--- src/rtl/pixel_write_sink_pkg.sv ---
// Shared screen geometry, framebuffer sizing, FSM encoding and address helper
// for the pixel write sink.
package pixel_write_sink_pkg;

  localparam int SCREEN_W = 320;
  localparam int SCREEN_H = 240;
  localparam int FB_WORDS = 76800;
  localparam int ADDR_W   = 17;
  localparam int COLOR_W  = 12;
  localparam int ENTRY_W  = ADDR_W + COLOR_W;

  typedef enum logic [1:0] {
    RUN   = 2'd0,
    DRAIN = 2'd1,
    CLEAR = 2'd2,
    DONE  = 2'd3
  } state_t;

  // y*320 + x built from two shifts and an add, so no multiplier is needed.
  function automatic logic [ADDR_W-1:0] pixel_addr(input logic [8:0] x, input logic [7:0] y);
    return {1'b0, y, 8'd0} + {3'b000, y, 6'd0} + {8'd0, x};
  endfunction

endpackage

--- src/rtl/pixel_fifo.sv ---
// Small synchronous FIFO holding {address, colour} entries between the
// accept stage and the framebuffer write port. Head is visible combinationally.
module pixel_fifo #(
  parameter int WIDTH = 29,
  parameter int DEPTH = 4
) (
  input  logic                     clk,
  input  logic                     resetn,
  input  logic                     push,
  input  logic [WIDTH-1:0]         push_data,
  input  logic                     pop,
  output logic [WIDTH-1:0]         pop_data,
  output logic                     full,
  output logic                     empty,
  output logic [$clog2(DEPTH):0]   count
);

  localparam int AW = $clog2(DEPTH);
  localparam int CW = AW + 1;

  logic [WIDTH-1:0] r_mem [DEPTH];
  logic [AW-1:0]    r_wr_ptr;
  logic [AW-1:0]    r_rd_ptr;
  logic [CW-1:0]    r_count;
  logic             w_push;
  logic             w_pop;

  assign full     = (r_count == CW'(DEPTH));
  assign empty    = (r_count == '0);
  assign count    = r_count;
  assign pop_data = r_mem[r_rd_ptr];
  assign w_push   = push & ~full;
  assign w_pop    = pop & ~empty;

  // Storage array; contents need no reset because the count gates every read.
  always_ff @(posedge clk) begin
    if (w_push) begin
      r_mem[r_wr_ptr] <= push_data;
    end
  end

  // Pointers wrap naturally since DEPTH is a power of two.
  always_ff @(posedge clk) begin
    if (!resetn) begin
      r_wr_ptr <= '0;
      r_rd_ptr <= '0;
      r_count  <= '0;
    end else begin
      if (w_push) r_wr_ptr <= r_wr_ptr + 1'b1;
      if (w_pop)  r_rd_ptr <= r_rd_ptr + 1'b1;
      case ({w_push, w_pop})
        2'b10:   r_count <= r_count + 1'b1;
        2'b01:   r_count <= r_count - 1'b1;
        default: r_count <= r_count;
      endcase
    end
  end

endmodule

--- src/rtl/pixel_write_sink.sv ---
// Pixel write sink: filters incoming (x, y, colour) writes, buffers them,
// writes them into the 320x240 framebuffer, and runs the full-frame clear.
module pixel_write_sink
  import pixel_write_sink_pkg::*;
#(
  parameter int          DEPTH       = 4,
  parameter bit          KEY_EN      = 1'b1,
  parameter logic [11:0] KEY_COLOR   = 12'h000,
  parameter logic [11:0] CLEAR_COLOR = 12'h000
) (
  input  logic               clk,
  input  logic               resetn,
  input  logic               in_valid,
  output logic               in_ready,
  input  logic [8:0]         in_x,
  input  logic [7:0]         in_y,
  input  logic [11:0]        in_color,
  input  logic               clear_req,
  output logic               clear_busy,
  output logic               clear_done,
  input  logic               fb_ready,
  output logic               fb_we,
  output logic [ADDR_W-1:0]  fb_addr,
  output logic [COLOR_W-1:0] fb_data,
  output logic [ADDR_W-1:0]  written_count,
  output logic [7:0]         dropped_count
);

  localparam int CW = $clog2(DEPTH) + 1;

  state_t              r_state;
  state_t              w_state_next;
  logic [ADDR_W-1:0]   r_clr_addr;
  logic                r_fb_we;
  logic [ADDR_W-1:0]   r_fb_addr;
  logic [COLOR_W-1:0]  r_fb_data;
  logic [ADDR_W-1:0]   r_written;
  logic [7:0]          r_dropped;

  logic                w_ready;
  logic                w_busy;
  logic                w_done;
  logic                w_clr_write;
  logic                w_clear_start;
  logic                w_accept;
  logic                w_drop;
  logic                w_push;
  logic                w_pop;
  logic                w_fifo_full;
  logic                w_fifo_empty;
  logic [CW-1:0]       w_count;
  logic [ENTRY_W-1:0]  w_head;

  // A pixel is consumed whenever the handshake completes; only on-screen,
  // non-key pixels are kept.
  assign w_accept = in_valid & w_ready;
  assign w_drop   = (in_x >= 9'(SCREEN_W)) || (in_y >= 8'(SCREEN_H)) ||
                    (KEY_EN && (in_color == KEY_COLOR));
  assign w_push   = w_accept & ~w_drop;
  assign w_pop    = ~w_fifo_empty & fb_ready;

  pixel_fifo #(
    .WIDTH (ENTRY_W),
    .DEPTH (DEPTH)
  ) u_fifo (
    .clk       (clk),
    .resetn    (resetn),
    .push      (w_push),
    .push_data ({pixel_addr(in_x, in_y), in_color}),
    .pop       (w_pop),
    .pop_data  (w_head),
    .full      (w_fifo_full),
    .empty     (w_fifo_empty),
    .count     (w_count)
  );

  // State register.
  always_ff @(posedge clk) begin
    if (!resetn) r_state <= RUN;
    else         r_state <= w_state_next;
  end

  // Next-state and per-state control decode.
  always_comb begin
    w_state_next  = r_state;
    w_ready       = 1'b0;
    w_busy        = 1'b0;
    w_done        = 1'b0;
    w_clr_write   = 1'b0;
    w_clear_start = 1'b0;
    case (r_state)
      RUN: begin
        // Registered count, so a same-cycle pop never lets a push overfill.
        w_ready = (w_count < CW'(DEPTH));
        if (clear_req) w_state_next = DRAIN;
      end
      DRAIN: begin
        w_busy = 1'b1;
        if (w_fifo_empty) begin
          w_state_next  = CLEAR;
          w_clear_start = 1'b1;
        end
      end
      CLEAR: begin
        w_busy = 1'b1;
        if (fb_ready) begin
          w_clr_write = 1'b1;
          if (r_clr_addr == ADDR_W'(FB_WORDS - 1)) w_state_next = DONE;
        end
      end
      DONE: begin
        w_done       = 1'b1;
        w_state_next = RUN;
      end
      default: w_state_next = RUN;
    endcase
  end

  // Framebuffer port: FIFO head or clear word; address/data hold when idle.
  always_ff @(posedge clk) begin
    if (!resetn) begin
      r_fb_we   <= 1'b0;
      r_fb_addr <= '0;
      r_fb_data <= '0;
    end else begin
      r_fb_we <= 1'b0;
      if (w_pop) begin
        r_fb_we   <= 1'b1;
        r_fb_addr <= w_head[ENTRY_W-1:COLOR_W];
        r_fb_data <= w_head[COLOR_W-1:0];
      end else if (w_clr_write) begin
        r_fb_we   <= 1'b1;
        r_fb_addr <= r_clr_addr;
        r_fb_data <= CLEAR_COLOR;
      end
    end
  end

  // Clear address sweep and wrapping write counter, both restarted at clear start.
  always_ff @(posedge clk) begin
    if (!resetn) begin
      r_clr_addr <= '0;
      r_written  <= '0;
    end else if (w_clear_start) begin
      r_clr_addr <= '0;
      r_written  <= '0;
    end else begin
      if (w_clr_write)          r_clr_addr <= r_clr_addr + 1'b1;
      if (w_pop || w_clr_write) r_written  <= r_written + 1'b1;
    end
  end

  // Saturating count of filtered-out pixels.
  always_ff @(posedge clk) begin
    if (!resetn)                                        r_dropped <= '0;
    else if (w_accept && w_drop && r_dropped != 8'hFF) r_dropped <= r_dropped + 1'b1;
  end

  assign in_ready      = w_ready;
  assign clear_busy    = w_busy;
  assign clear_done    = w_done;
  assign fb_we         = r_fb_we;
  assign fb_addr       = r_fb_addr;
  assign fb_data       = r_fb_data;
  assign written_count = r_written;
  assign dropped_count = r_dropped;

endmodule

--- config.mk ---
export PLATFORM = sky130hd
export DESIGN_NAME = pixel_write_sink
export DESIGN_NICKNAME = d
export VERILOG_FILES = /design/src/rtl/pixel_write_sink_pkg.sv /design/src/rtl/pixel_fifo.sv /design/src/rtl/pixel_write_sink.sv
export SDC_FILE = /design/constraint.sdc
export NUM_CORES = 1
export LEC_CHECK = 0
export ABC_AREA = 1
export BUFFER_PORTS_ARGS = -buffer_cell sky130_fd_sc_hd__buf_4
export CORE_MARGIN = 2
export CORE_UTILIZATION = 45
export CTS_CLUSTER_DIAMETER = 150
export DETAILED_ROUTE_END_ITERATION = 7
export PLACE_DENSITY = 0.73
export SYNTH_ARGS = -nofsm -noshare
export SYNTH_HDL_FRONTEND = slang
export SYNTH_SLANG_ARGS = --single-unit
--- constraint.sdc ---
create_clock -name clk -period 3.25 [get_ports clk]
set_input_delay 0.325 -clock clk [delete_from_list [all_inputs] [get_ports clk]]
set_output_delay 0.325 -clock clk [all_outputs]
set_load 0.02 [all_outputs]
==> impl_results.md, run 1 <==
- Outcome: finished, final reports clean
- Final core utilization: 0.534
- Resized Gates After CTS: 0
- Clock root cell: clkbuf_16
- Post-synth top area share: 0.396
- Global-route wire length before repair: slightly above 30 mm
- Residual DRC: 0
- DP HPWL: 12.7 mm
- Max-cap viol count: 0
- Full die area: 20700 um^2
- # nets final: 1078
- Mapped Avg Cell Area: 9.50 um^2
- Ys async rst share: 0
- Synth Instances: between 900 and 1000
- Total number of yosys warnings: 0
- CTS tree: built
- Vias in the first global route: about 6100
- Vias: 6616
- Tmin final: 2.49 ns
- DRT iter0 DRCs: 580
- Core ar.: 19300 um^2
- Crit path kind: reg -> reg
- WP data required: 3.57 ns
- Synth Net Count: around 990
- GP Congestion: 0.883
- Die Ht: 144 um
- Count leader, synth: nand2_1
- Overall power: between 6 and 7 mW
- Via density: 5.12
- Clk_skew: around 0.014 ns
- FP Rows: 51
- GRT overflow: 0
- Post-route cell area: 10300 um^2
- Area of the mapped netlist: just under 9000 um^2
- Post-synthesis sequential area ratio: 0.585
- GR Util All Layers: 0.191
- Library cells used by synthesis: 40
- Final Hold Viols: 0
- # fillers: 1737
- Top cells by area, synth: edfxtp_1, dfxtp_1, nand2_1
- Dpl cell area: 9730 um^2
- Worst vdd rail ir drop: 0.000428 V
- Port bufs: 91
- Post-synth top cells: nand2_1, nor2_1, edfxtp_1, o21ai_0, dfxtp_1
- Post-CTS setup buffer count: 0
- Hold WC Path Type: in -> reg
- Routed len/inst: 14.8 um
- Met2 Use GR: 0.305
- Critical-path maximum fanout: 10
- Max Slew Vio Count: 0
- Antenna Cells: 0
- Pwr per Cell Area: 673 nW/um^2
- Final setup vio count: 0
- Worst slew pin tran: 0.950 ns
- Period Utilization, post-route: 0.765
- Chip Width: 144 um
- # clock sinks: 199
- M1 GR Usage: 0.262
- Number of flops mapped to enable cells by yosys: 116
- Normalized max-slew margin: 0.366
- Clock-pin slew on the worst setup and hold paths: 0.07 ns
- Static Leak: 3.90 nW
- Crit path arrival time: 2.80 ns
- Drt first pass iters: 6
- Clock buffer count from CTS: 17
- Leading area contributor after synthesis: edfxtp_1
- CP Capture Type: flip-flop
- Setup TNS: 0 ns
- CTS hold repair buffers: 0
- Htree depth: 4
- CTS Buffer Depth: 2
- WHS: 0.0865 ns
- RSZ-0062 raised after global routing: false
- GR Layer Usage met3: 0.0417
- Post-route ant nets: 0
- Setup crit start kind: flip-flop
- GRT Max-Usage Layer: met2
- Worst Reg-to-Reg Cells: 11
- WHS Path Cells: 1
- I/O pin total: 92
- Routed WL: 19.1 mm
- #FFs+latches synth: slightly below 200
- Largest net degree at the start of global routing: 59
- F_max: a little over 400 MHz
- Layout cells sized above 1: 0.154
- Top FF cell, synth: edfxtp_1
- Initial antenna violation count: 0
- P&R area growth vs syn: 17.4%
- Starting Density: 0.455
- Clk Latency, worst-skew pair: 0.43 ns
## power by group
| group | switching [mW] | leakage (nW) | total (mW) | internal, mW |
|---|---|---|---|---|
| logic | 1.23 | 1.90 | 1.78 | 0.552 |
| registers | 0.120 | 1.72 | 3.07 | 2.95 |
| clock network | 0.971 | 0.284 | 2.10 | 1.13 |
## routing by layer
layer | up-vias | share of wire
li1 | 3323 | -
met4 | 0 | 0.013
met3 | 21 | 0.059
met5 | - | 0
met1 | 3094 | 0.46
met2 | 178 | 0.46
## through the flow
stage / setup WS [ns] / std cells
after global routing: 0.510 / 1291
after CTS: 0.777 / 1291
final: 0.764 / 1291
after detailed placement: 0.801 / 1259
after global placement: 0.826 / 1259
after floorplan: 0.522 / 926
## path summary, 6_finish.rpt
check                                             start                             to  slack [ns]
worst max-delay path            r_state[0]$_SDFFE_PN0P_   u_fifo.count[2]$_SDFFE_PN0P_        0.76
worst min-delay path                            in_x[2]  u_fifo.r_mem[0][14]$_DFFE_PP_        0.09
worst max register to register  r_state[0]$_SDFFE_PN0P_   u_fifo.count[2]$_SDFFE_PN0P_        0.76
worst min register to register  fb_addr[4]$_SDFFE_PN0P_        fb_addr[4]$_SDFFE_PN0P_        0.46
## area by class of cell
type                       instances  area, um^2  area share
clock buffer                      20         457      0.0442
sequential                       199        5140       0.498
inverter                          74         278      0.0269
timing repair buffer             100         751      0.0727
tap                              265         332      0.0321
multi-input combinational        621        3230       0.313
clock inverter                    12         136      0.0132
## cell usage in the layout, fill, tap and decap left out, types with 9 or more instances in the layout
| cell type | instances |
|---|---|
| nand2_1 | 172 |
| nor2_1 | 126 |
| edfxtp_1 | 116 |
| buf_4 | 100 |
| o21ai_0 | 97 |
| dfxtp_1 | 83 |
| inv_1 | 70 |
| a21oi_1 | 68 |
| ha_1 | 28 |
| nand3_1 | 23 |
| o22ai_1 | 20 |
| clkbuf_16 | 17 |
| xor2_1 | 14 |
| nand4_1 | 13 |
| nor3_1 | 9 |
## worst max-delay path: stages (launching register included)
cell	delay, ns
dfxtp_1	0.39
inv_1	0.10
ha_1	0.23
and3_1	0.32
nand3_2	0.25
ha_1	0.18
inv_1	0.06
fa_1	0.37
a21oi_1	0.14
o21ai_0	0.11
o21ai_0	0.16
a21oi_1	0.05
## registers in the layout (all words and copies together), names as in the netlist, 3 cells and up, named ones only
| register | cells |
|---|---|
| u_fifo.count | 3 |
| fb_data | 12 |
| u_fifo.r_mem | 116 |
| r_clr_addr | 17 |
| fb_addr | 17 |
| written_count | 17 |
| dropped_count | 8 |
## kinds of logic after synthesis
kind of cell | after synthesis | share of synthesized area
AND/OR/NAND/NOR | 371 | 0.179
buffers and inverters | 106 | 0.0494
XOR/XNOR | 18 | 0.0179
flip-flops | 199 | 0.585
adder cells (fa/ha/maj) | 31 | 0.0467
AO/OA/AOI/OAI | 201 | 0.123
Power figures use the tool's default switching activity.
==> inputs of run 2 (changes only) <==
Settings changed: ABC_AREA 1 to 0.
Clock period 3.25 ns to 2.3 ns, I/O delays scaled along.
==> impl_results.md, run 2 <==
- Outcome: finished, final reports clean
- Post-synthesis sequential area ratio: 0.613
- Reg power frac: 0.434
- Vias: 5577
- Number of flops mapped to enable cells by yosys: 116
- Die Ht: 141 um
- Routed WL: 17.4 mm
- Hold WC Path Type: in -> reg
- # clock sinks: 199
- CP endpoint: u_fifo.count[2]$_SDFFE_PN0P_
- Worst setup path startpoint: r_state[0]$_SDFFE_PN0P_
- Setup crit start kind: flip-flop
- # fillers: about 1400
- Largest Register: u_fifo.r_mem
- Starting Density: 0.462
- Library cells used by synthesis: 56
- FF-to-FF setup slack: 0.04 ns
- Area of the mapped netlist: 8390 um^2
- #FFs+latches synth: 199
- Max-cap viol count: 0
- Normalized max-slew margin: 0.613
- CP Capture Type: flip-flop
- Synth Net Count: approximately 700
- Leading area contributor after synthesis: edfxtp_1
- Drt first pass iters: 7
- DP HPWL: about 12 mm
- Top cells by area, synth: edfxtp_1, dfxtp_1, mux4_2
- F_max: 443 MHz
- Clock-pin slew on the worst setup and hold paths: approximately 0.080 ns
- Max Slew Vio Count: 0
- Post-route ant nets: 0
- Worst Reg-to-Reg Cells: 12
- Clock power frac: 0.301
- RSZ-0062 raised after global routing: true
- Count leader, synth: edfxtp_1
- Most frequent cells in the layout: buf_4, edfxtp_1, dfxtp_1, nor2_1, nand2_1
- Net Sw Frac: 0.312
- Simple-Gate Fraction of Synth Area: 0.116
- Final setup vio count: 0
- I/O pin total: 92
- Synth Instances: approximately 630
- Total number of yosys warnings: 0
- Crit path max-delay family: simple AND/OR/NAND/NOR gates
- FF-to-FF End: u_fifo.count[2]$_SDFFE_PN0P_
- Mux contribution to synthesized area: 0.0814
- Largest net degree at the start of global routing: 35
- Worst vdd rail ir drop: between 0.0005 and 0.0006 V
- Vias in the first global route: 5629
- Int Pwr: 7.11 mW
- Top FF cell, synth: edfxtp_1
- Logic pwr share: 0.265
- Residual DRC: 0
- Post-route cell area: 10300 um^2
- Mapped Avg Cell Area: 13.3 um^2
- Crit path arrival time: 2.63 ns
- CTS Buffer Depth: 2
- Global-route wire length before repair: 28.2 mm
- Worst R2R Start: r_state[0]$_SDFFE_PN0P_
- Routed len/inst: approximately 17 um
- DRT iter0 DRCs: 480
- Static Leak: between 3 and 4 nW
- Final Hold Viols: 0
- Worst slew pin tran: 0.579 ns
- Post-synth top area share: 0.415
- Commonest non-fill, non-tap cell in the layout: buf_4
- WP data required: 2.67 ns
- FP Rows: 49
- GR Util All Layers: 0.180
- Largest family of logic cells by synthesized area: simple AND/OR/NAND/NOR gates
- WHS: 0.0849 ns
- Ys async rst share: 0
- # nets final: 825
- Slowest cell on the critical path: dfxtp_2
- Layout cells sized above 1: 0.276
- Crit path kind: reg -> reg
- Worst path max stage delay: 0.35 ns
- P&R area growth vs syn: 22.6%
- Period Utilization, post-route: 0.982
- Post-synthesis adder-cell area fraction: 0.0489
- Tmin final: around 2.3 ns
- Core ar.: 18100 um^2
- Clk_skew: 0.0125 ns
- Critical-path maximum fanout: 3
- Clock buffer count from CTS: 17
- Post-Synth XOR/XNOR Area: 0.0407
- Pwr per Cell Area: between 1000 and 1500 nW/um^2
- Chip Width: between 100 and 150 um
- Initial antenna violation count: 0
- Via density: 5.57
- Critical path, cell by cell: inv_2 -> ha_2 -> nor2b_4 -> nand2_2 -> and3b_1 -> inv_1 -> ha_2 -> inv_1 -> fa_2 -> xor2_1 -> or3_1 -> a21oi_1
- Antenna Cells: 0
- Largest register FFs: ~120
- Htree depth: 4
- CTS tree: built
- Bufs and invs on worst path: 3
- GRT overflow: 0
- Port bufs: 91
- Clk Latency, worst-skew pair: 0.44 ns
- Clock root cell: clkbuf_16
- Overall power: 10.3 mW
- Full die area: 19800 um^2
- GP Congestion: 0.823
- Final core utilization: 0.567
- Post-synthesis compound-gate area fraction: 0.0728
- Post-synth top cells: edfxtp_1, dfxtp_1, nor2_1, nand2_1, nand3_1
- Dpl cell area: 9540 um^2
- CP Depth: 12
- P_sw: between 3 and 4 mW
-- run 2: power by group through the flow --
stage / logic, mW / clock network, mW / registers, mW
finish: 2.74 / 3.11 / 4.49
detailed placement: 2.74 / 0 / 4.57
global placement: 2.66 / 0 / 4.54
floorplan: 1.58 / 0 / 4.74
CTS: 2.76 / 3.17 / 4.49
global route: 2.98 / 3.31 / 4.53
-- run 2: worst min path at each step --
stage / start / end / slack, ns / depth (start not counted)
after global placement: in_x[3] / u_fifo.r_mem[3][15]$_DFFE_PP_ / 0.43 / 1
after floorplan: in_color[0] / u_fifo.r_mem[0][0]$_DFFE_PP_ / 0.33 / 0
final: in_color[3] / u_fifo.r_mem[3][3]$_DFFE_PP_ / 0.08 / 2
after CTS: in_color[3] / u_fifo.r_mem[1][3]$_DFFE_PP_ / 0.07 / 2
after detailed placement: in_x[5] / u_fifo.r_mem[0][17]$_DFFE_PP_ / 0.44 / 1
after global routing: in_color[9] / u_fifo.r_mem[2][9]$_DFFE_PP_ / 0.07 / 2
-- run 2: routing by layer --
metal	GRT usage	part of all wire
met3	0.0373	0.044
met5	0	0
met1	0.224	0.42
met4	0.0716	0.018
met2	0.311	0.51
-- run 2: final cells by class --
| cell class | count | area, um^2 | share of cell area |
|---|---|---|---|
| Timing Repair Buffer | 138 | 1070 | 0.104 |
| Clock buffer | 17 | 425 | 0.0414 |
| Multi-Input combinational cell | 379 | 3040 | 0.296 |
| Tap cell | 229 | 287 | 0.0279 |
| Clock inverter | 15 | 218 | 0.0212 |
| Inverter | 25 | 93.8 | 0.00912 |
| Sequential cell | 199 | 5150 | 0.501 |
-- run 2: repair_timing --
item                       4_1_cts  5_1_grt
hold buffers                     9        0
hold endpoints to repair        36        0
buffers inserted                 0        2
gates resized for setup          0        1
setup endpoints to repair        0       35
-- run 2: cells by family after synthesis --
family,count (synthesis)
adder cells (fa/ha/maj),31
buffers and inverters,55
XOR/XNOR,39
AND/OR/NAND/NOR,198
AO/OA/AOI/OAI,79
multiplexers,32
flip-flops,199
-- run 2: through the flow --
| stage | cells | TNS [ns] | setup WS, ns |
|---|---|---|---|
| 2_1_floorplan | 633 | -0.00102 | -0.00102 |
| 6_report | 1002 | 0 | 0.0424 |
| 3_5_place_dp | 959 | -3.17 | -0.178 |
| 4_1_cts | 1000 | 0 | 0.00856 |
| 5_1_grt | 1002 | -0.369 | -0.0812 |
| 3_3_place_gp | 959 | -1.46 | -0.121 |
